==> src/rtl/mux_arb_pkg.sv <==
// -----------------------------------------------------------------------------
// mux_arb_pkg
// Shared types and constants for the two-source mux select arbiter.
//   arb_state_e : arbiter FSM states (IDLE, GNT_A, GNT_B)
//   SEL_A/SEL_B : encodings of the downstream 2:1 mux select line
//   sel_of()    : mux select value that corresponds to a grant state
// -----------------------------------------------------------------------------
package mux_arb_pkg;

    typedef enum logic [1:0] {
        IDLE  = 2'd0,
        GNT_A = 2'd1,
        GNT_B = 2'd2
    } arb_state_e;

    localparam logic SEL_A = 1'b0;
    localparam logic SEL_B = 1'b1;

    // Only meaningful for grant states; IDLE callers hold the previous select.
    function automatic logic sel_of(input arb_state_e s);
        return (s == GNT_B) ? SEL_B : SEL_A;
    endfunction

endpackage : mux_arb_pkg

==> src/rtl/mux_arb_burst_cnt.sv <==
// -----------------------------------------------------------------------------
// mux_arb_burst_cnt
// Beat counter for one grant tenure. Clear has priority over increment so a
// releasing beat returns the count to zero instead of advancing it.
// Ports:
//   clk, rst_n : clock (rising edge), asynchronous active-low reset
//   i_clr      : return the count to zero (end of tenure)
//   i_inc      : one beat accepted
//   o_cnt      : beats accepted so far in the current tenure
//   o_tc       : terminal count, high when o_cnt == BURST_MAX-1
// -----------------------------------------------------------------------------
module mux_arb_burst_cnt #(
    parameter  int unsigned BURST_MAX = 4,
    localparam int unsigned CNT_W     = $clog2(BURST_MAX + 1)
) (
    input  logic             clk,
    input  logic             rst_n,
    input  logic             i_clr,
    input  logic             i_inc,
    output logic [CNT_W-1:0] o_cnt,
    output logic             o_tc
);

    localparam logic [CNT_W-1:0] TC_VAL = CNT_W'(BURST_MAX - 1);

    logic [CNT_W-1:0] r_cnt;

    always_ff @(posedge clk or negedge rst_n) begin
        if (!rst_n) begin
            r_cnt <= '0;
        end else if (i_clr) begin
            r_cnt <= '0;
        end else if (i_inc) begin
            r_cnt <= r_cnt + CNT_W'(1);
        end
    end

    assign o_cnt = r_cnt;
    assign o_tc  = (r_cnt == TC_VAL);

endmodule : mux_arb_burst_cnt

==> src/rtl/mux_select_arbiter.sv <==
// -----------------------------------------------------------------------------
// mux_select_arbiter
// Two-source round-robin arbiter producing the select line for a downstream
// 2:1 mux (0 -> source A, 1 -> source B). A grant is held for a whole
// transfer (until last) or for at most BURST_MAX beats, then handed to the
// other source if it is requesting, with no idle cycle in between.
//
// Ports:
//   clk        : clock, rising edge
//   rst_n      : asynchronous active-low reset
//   req_a/b    : source A/B has a beat available
//   last       : current beat of the granted source ends its transfer
//   out_ready  : downstream accepts a beat this cycle
//   mux_select : registered mux select, holds last granted value while idle
//   sel_valid  : granted source is presenting a beat (combinational)
//   grant_a/b  : registered one-hot grants
//   burst_cnt  : registered beats accepted in the current tenure
//
// Build option: define ARB_ASSERT_EN to compile protocol/X assertions;
// the design behaves identically with it undefined.
// -----------------------------------------------------------------------------
module mux_select_arbiter
    import mux_arb_pkg::*;
#(
    parameter  int unsigned BURST_MAX = 4,
    localparam int unsigned CNT_W     = $clog2(BURST_MAX + 1)
) (
    input  logic             clk,
    input  logic             rst_n,
    input  logic             req_a,
    input  logic             req_b,
    input  logic             last,
    input  logic             out_ready,
    output logic             mux_select,
    output logic             sel_valid,
    output logic             grant_a,
    output logic             grant_b,
    output logic [CNT_W-1:0] burst_cnt
);

    arb_state_e r_state;
    arb_state_e w_next_state;
    logic       r_rr_prefer_b;
    logic       w_next_rr_prefer_b;
    logic       r_mux_select;
    logic       w_next_mux_select;
    logic       r_grant_a;
    logic       r_grant_b;
    logic       w_sel_valid;
    logic       w_beat;
    logic       w_release;
    logic       w_tc;

    // Beat / release qualification
    always_comb begin
        w_sel_valid = 1'b0;
        case (r_state)
            GNT_A:   w_sel_valid = req_a;
            GNT_B:   w_sel_valid = req_b;
            default: w_sel_valid = 1'b0;
        endcase
        w_beat    = w_sel_valid & out_ready;
        w_release = w_beat & (last | w_tc);
    end

    // Next-state: on release the other source wins if it is requesting,
    // otherwise the same source starts a fresh tenure, otherwise idle.
    always_comb begin
        w_next_state       = r_state;
        w_next_rr_prefer_b = r_rr_prefer_b;
        case (r_state)
            IDLE: begin
                if (req_a && req_b) begin
                    w_next_state = r_rr_prefer_b ? GNT_B : GNT_A;
                end else if (req_a) begin
                    w_next_state = GNT_A;
                end else if (req_b) begin
                    w_next_state = GNT_B;
                end
            end
            GNT_A: begin
                if (w_release) begin
                    w_next_rr_prefer_b = 1'b1;
                    if (req_b) begin
                        w_next_state = GNT_B;
                    end else if (req_a) begin
                        w_next_state = GNT_A;
                    end else begin
                        w_next_state = IDLE;
                    end
                end
            end
            GNT_B: begin
                if (w_release) begin
                    w_next_rr_prefer_b = 1'b0;
                    if (req_a) begin
                        w_next_state = GNT_A;
                    end else if (req_b) begin
                        w_next_state = GNT_B;
                    end else begin
                        w_next_state = IDLE;
                    end
                end
            end
            default: begin
                w_next_state = IDLE;
            end
        endcase

        // Select only moves together with a new grant; idle keeps the old one.
        w_next_mux_select = (w_next_state == IDLE) ? r_mux_select
                                                   : sel_of(w_next_state);
    end

    always_ff @(posedge clk or negedge rst_n) begin
        if (!rst_n) begin
            r_state       <= IDLE;
            r_rr_prefer_b <= 1'b0;
            r_mux_select  <= SEL_A;
            r_grant_a     <= 1'b0;
            r_grant_b     <= 1'b0;
        end else begin
            r_state       <= w_next_state;
            r_rr_prefer_b <= w_next_rr_prefer_b;
            r_mux_select  <= w_next_mux_select;
            r_grant_a     <= (w_next_state == GNT_A);
            r_grant_b     <= (w_next_state == GNT_B);
        end
    end

    mux_arb_burst_cnt #(
        .BURST_MAX (BURST_MAX)
    ) u_burst_cnt (
        .clk   (clk),
        .rst_n (rst_n),
        .i_clr (w_release),
        .i_inc (w_beat),
        .o_cnt (burst_cnt),
        .o_tc  (w_tc)
    );

    assign mux_select = r_mux_select;
    assign sel_valid  = w_sel_valid;
    assign grant_a    = r_grant_a;
    assign grant_b    = r_grant_b;

`ifdef ARB_ASSERT_EN
    a_outputs_known: assert property (@(posedge clk) disable iff (!rst_n)
        !$isunknown({mux_select, grant_a, grant_b}))
        else $error("%m : mux_select/grant outputs unknown");

    a_grant_onehot: assert property (@(posedge clk) disable iff (!rst_n)
        !(grant_a && grant_b))
        else $error("%m : grant_a and grant_b both asserted");

    a_cnt_range: assert property (@(posedge clk) disable iff (!rst_n)
        (32'(burst_cnt) < BURST_MAX))
        else $error("%m : burst_cnt reached BURST_MAX");

    a_inputs_known: assert property (@(posedge clk) disable iff (!rst_n)
        !$isunknown({req_a, req_b, last, out_ready}))
        else $error("%m : unknown value on req_a/req_b/last/out_ready");
`endif

endmodule : mux_select_arbiter
==> config.mk <==
export PLATFORM = sky130hd
export DESIGN_NAME = mux_select_arbiter
export DESIGN_NICKNAME = d
export VERILOG_FILES = /design/src/rtl/mux_arb_pkg.sv /design/src/rtl/mux_arb_burst_cnt.sv /design/src/rtl/mux_select_arbiter.sv
export SDC_FILE = /design/constraint.sdc
export NUM_CORES = 1
export LEC_CHECK = 0
export ABC_AREA = 1
export BUFFER_PORTS_ARGS = -buffer_cell sky130_fd_sc_hd__buf_2
export CAP_MARGIN = 20
export CELL_PAD_IN_SITES_DETAIL_PLACEMENT = 1
export CELL_PAD_IN_SITES_GLOBAL_PLACEMENT = 2
export CORE_UTILIZATION = 28
export DETAILED_ROUTE_END_ITERATION = 7
export PLACE_DENSITY_LB_ADDON = 0.05
export SLEW_MARGIN = 20
export SYNTH_ARGS = -nofsm -noshare
export SYNTH_HDL_FRONTEND = slang
export SYNTH_HIERARCHICAL = 1
export SYNTH_SLANG_ARGS = --single-unit
==> constraint.sdc <==
create_clock -name clk -period 1.9 [get_ports clk]
set_input_delay 0.19 -clock clk [delete_from_list [all_inputs] [get_ports clk]]
set_output_delay 0.19 -clock clk [all_outputs]
set_load 0.005 [all_outputs]
==> metrics.log <==
INFO  metric slew-limit-headroom = 0.862
INFO  metric grtUsageTotal = 0.126
INFO  metric globalplace.congestion = 0.728
INFO  metric seqCellArea = 225 sq um
INFO  metric final-hold-violation-count = 0
INFO  metric post-cts-setup-buffer-count = 0
INFO  metric seq_area_frac_synth = 0.390
INFO  metric critical-path-max-stage-delay = 0.42 ns
INFO  metric combinationalPowerShare = 0.494
INFO  metric setup-tns-final = 0 ns
INFO  metric syn2layout_area_growth = 23.0%
INFO  metric die-width = 47.4 um
INFO  metric drtAntennaViolNets = 0
INFO  metric clock_power_share = 0.153
INFO  metric setup_repair_after_global_routing_missed_its_margin = false
INFO  metric drt-wirelength-per-cell = 10.3 um
INFO  metric first_iter_violations = 5
INFO  metric timing.final.crit_period = 1.73 ns
INFO  metric ys.warnings.count = 6
INFO  metric routed-via-count = 498
INFO  metric routed_wl = 1.19 mm
INFO  metric critPathKind = reg -> reg
INFO  metric cts_made_buffers = 3
INFO  metric part_of_the_power_in_registers = 0.353
INFO  metric final-setup-viol-count = 0
INFO  metric commonest_non_fill_non_tap_cells_in_the_layout = nand2_1, inv_1, buf_2
INFO  metric post_synth.cell_area_avg = 8.01 sq um
INFO  metric floorplan.die_area = 2250 sq um
INFO  metric avgViaCountPerCell = 4.29
INFO  metric yosys_register_bits = 9
INFO  metric crit_path_end_kind = flop
INFO  metric ios = 13
INFO  metric multi_input_area = 294 sq um
INFO  metric peakVddDrop = 0.000563 V
INFO  metric clk_path_buf_depth = 2
INFO  metric run_status = completed
INFO  metric leakage = 0.000417 uW
INFO  metric ys_types = 14
INFO  metric synth_nets = 84
INFO  metric number_of_nets_in_the_finished_design = 102
INFO  metric critical_path_arrival = 1.88 ns
INFO  metric number_of_sinks_on_the_clock_net = 9
INFO  metric final.setup_skew = 0.00190 ns
INFO  metric critical_path_peak_fanout = 4
INFO  metric layoutNonFillerInstCount = 116
INFO  metric antenna_found_initial = 0
INFO  metric reg2regPathDepth = 13
INFO  metric drcViolationCount = 0
INFO  metric regToRegSetupSlack = 0.17 ns
INFO  metric placementRows = 16
INFO  metric power_switching = 390 uW
INFO  metric final-max-slew-violation-count = 0
INFO  metric critical_path.cell_chain = inv_1 -> ha_1 -> nand2_1 -> nand2_2 -> nand3_2 -> nor2_4 -> nand2_1 -> nand3_1 -> nand3_2 -> nand2_2 -> nand2_1 -> nand2_1 -> inv_1
INFO  metric grt_start_max_net_pins = 10
INFO  metric worstSetupStartpointType = flop
INFO  metric cts.root.buffer_cell = clkbuf_4
INFO  metric worst_slew_pin_slew = 0.206 ns
INFO  metric crit_path_top_delay_cell = dfrtp_1
INFO  metric layout-drive-gt1-share = 0.281
INFO  metric place.detailed.hpwl = 942 um
INFO  metric start_util = 0.297
INFO  metric via_count_of_the_first_global_routing_pass = 448
INFO  metric reg2reg_from = r_state[1]
INFO  metric layout_worst_path_cycle_share = 0.910
INFO  metric synthesis.instances = 72
INFO  metric power-per-cell-area = 1290 nW/um^2
INFO  metric worst_skew_pair.late_latency = 0.25 ns
INFO  metric wire_length_of_the_first_global_routing_pass = 1.92 mm
INFO  metric mappedNetlistArea = 577 sq um
INFO  metric worst_path_most_repeated_cell = nand2_1
INFO  metric core_area = 1940 sq um
INFO  metric cts_tree = done
INFO  metric finalHoldWorstSlack = 0.312 ns
INFO  metric place_inst = 111
INFO  metric most_common_cell_after_layout_fill_and_taps_aside = nand2_1
INFO  metric internal_power = 528 uW
INFO  metric detailedRoute.firstPassIterationCount = 2
INFO  metric grt_overflow_total = 0
INFO  metric h_tree_lvls = 1
INFO  metric max_freq = 578 MHz
INFO  metric die_height = 47.4 um
INFO  metric timing.max_cap.violations = 0
INFO  metric rr_endpoint = mux_select
INFO  metric antenna_cells = 0
INFO  metric clk_pin_slew = 0.06 ns
INFO  metric power.switching_fraction = 0.425
INFO  metric hold_class = in -> async
INFO  metric crit_required = 2.05 ns
INFO  metric io_buffers = 12
INFO  metric number_of_fill_cells_in_the_layout = 265
metal layers:
metal | track usage | share of wire
met1 | 0.184 | 0.52
met2 | 0.181 | 0.45
met3 | 0.0115 | 0.023
met4 | 0.0686 | 0
met5 | 0 | 0
power by group through the flow:
stage | Combinational, uW | Sequential, uW | Clock, uW
final | 453 | 324 | 141
after global routing | 529 | 333 | 160
after CTS | 459 | 323 | 149
after detailed placement | 453 | 325 | 0
after global placement | 453 | 325 | 0
after floorplan | 310 | 321 | 0
cell usage after synthesis (all sizes together):
master,number,area (sq um)
nor2,4,25.0
and2,1,6.26
nand2,22,90.1
dfrtp,9,225
inv,16,60.1
nand3,8,50.1
o211ai,3,22.5
ha,6,75.1
nand4,1,12.5
o21ai,2,10.0
critical path: cells and delay by family (launching register included):
family | cells | cell delay (ns)
flops | 1 | 0.42
fa+ha+maj | 1 | 0.21
buf+inv | 2 | 0.16
simple gates | 10 | 0.85
kinds of logic after synthesis:
| logic type | Yosys count | synth area share |
|---|---|---|
| and+or+nand+nor | 36 | 0.319 |
| buffers and inverters | 16 | 0.104 |
| adders and majority gates | 6 | 0.130 |
| AOI/OAI and AO/OA | 5 | 0.0564 |
| DFF | 9 | 0.390 |
registers in the layout (all words and copies together) (netlist names):
name and cells:
grant_a 1, r_rr_prefer_b 1, r_state 2, u_burst_cnt/o_cnt 3, mux_select 1, grant_b 1
final cells by class:
class / instances / share of cell area
Tap cell: 27 / 0.0476
Timing Repair Buffer: 13 / 0.0988
Inverter: 16 / 0.0847
Multi-Input combinational cell: 47 / 0.414
Sequential cell: 9 / 0.317
Clock buffer: 4 / 0.0370
stage by stage:
| step | cell area [sq um] | total power (uW) | util | worst slack [ns] |
|---|---|---|---|---|
| 3_3_place_gp | 671 | 778 | 0.345 | 0.109 |
| 5_1_grt | 709 | 1020 | 0.365 | 0.00774 |
| 2_1_floorplan | 577 | 631 | - | 0.361 |
| 3_5_place_dp | 671 | 778 | 0.345 | 0.127 |
| 6_report | 709 | 918 | 0.365 | 0.171 |
| 4_1_cts | 707 | 931 | 0.364 | 0.114 |
worst max-delay path by stage:
| stage | start | end | slack [ns] | cells after the start |
|---|---|---|---|---|
| 4_1_cts | r_state[0] | mux_select | 0.11 | 13 |
| 6_report | r_state[1] | mux_select | 0.17 | 13 |
| 2_1_floorplan | u_burst_cnt/o_cnt[0] | mux_select | 0.36 | 12 |
| 3_5_place_dp | r_state[0] | mux_select | 0.13 | 13 |
| 5_1_grt | r_state[1] | mux_select | 0.008 | 13 |
| 3_3_place_gp | r_state[0] | mux_select | 0.11 | 11 |
timing repair:
item,in CTS,in global routing
endpoints found under the hold margin,9,0
resized for setup,0,2
hold buffers,1,0
endpoints found under the setup margin,0,1
Power figures use the tool's default switching activity.
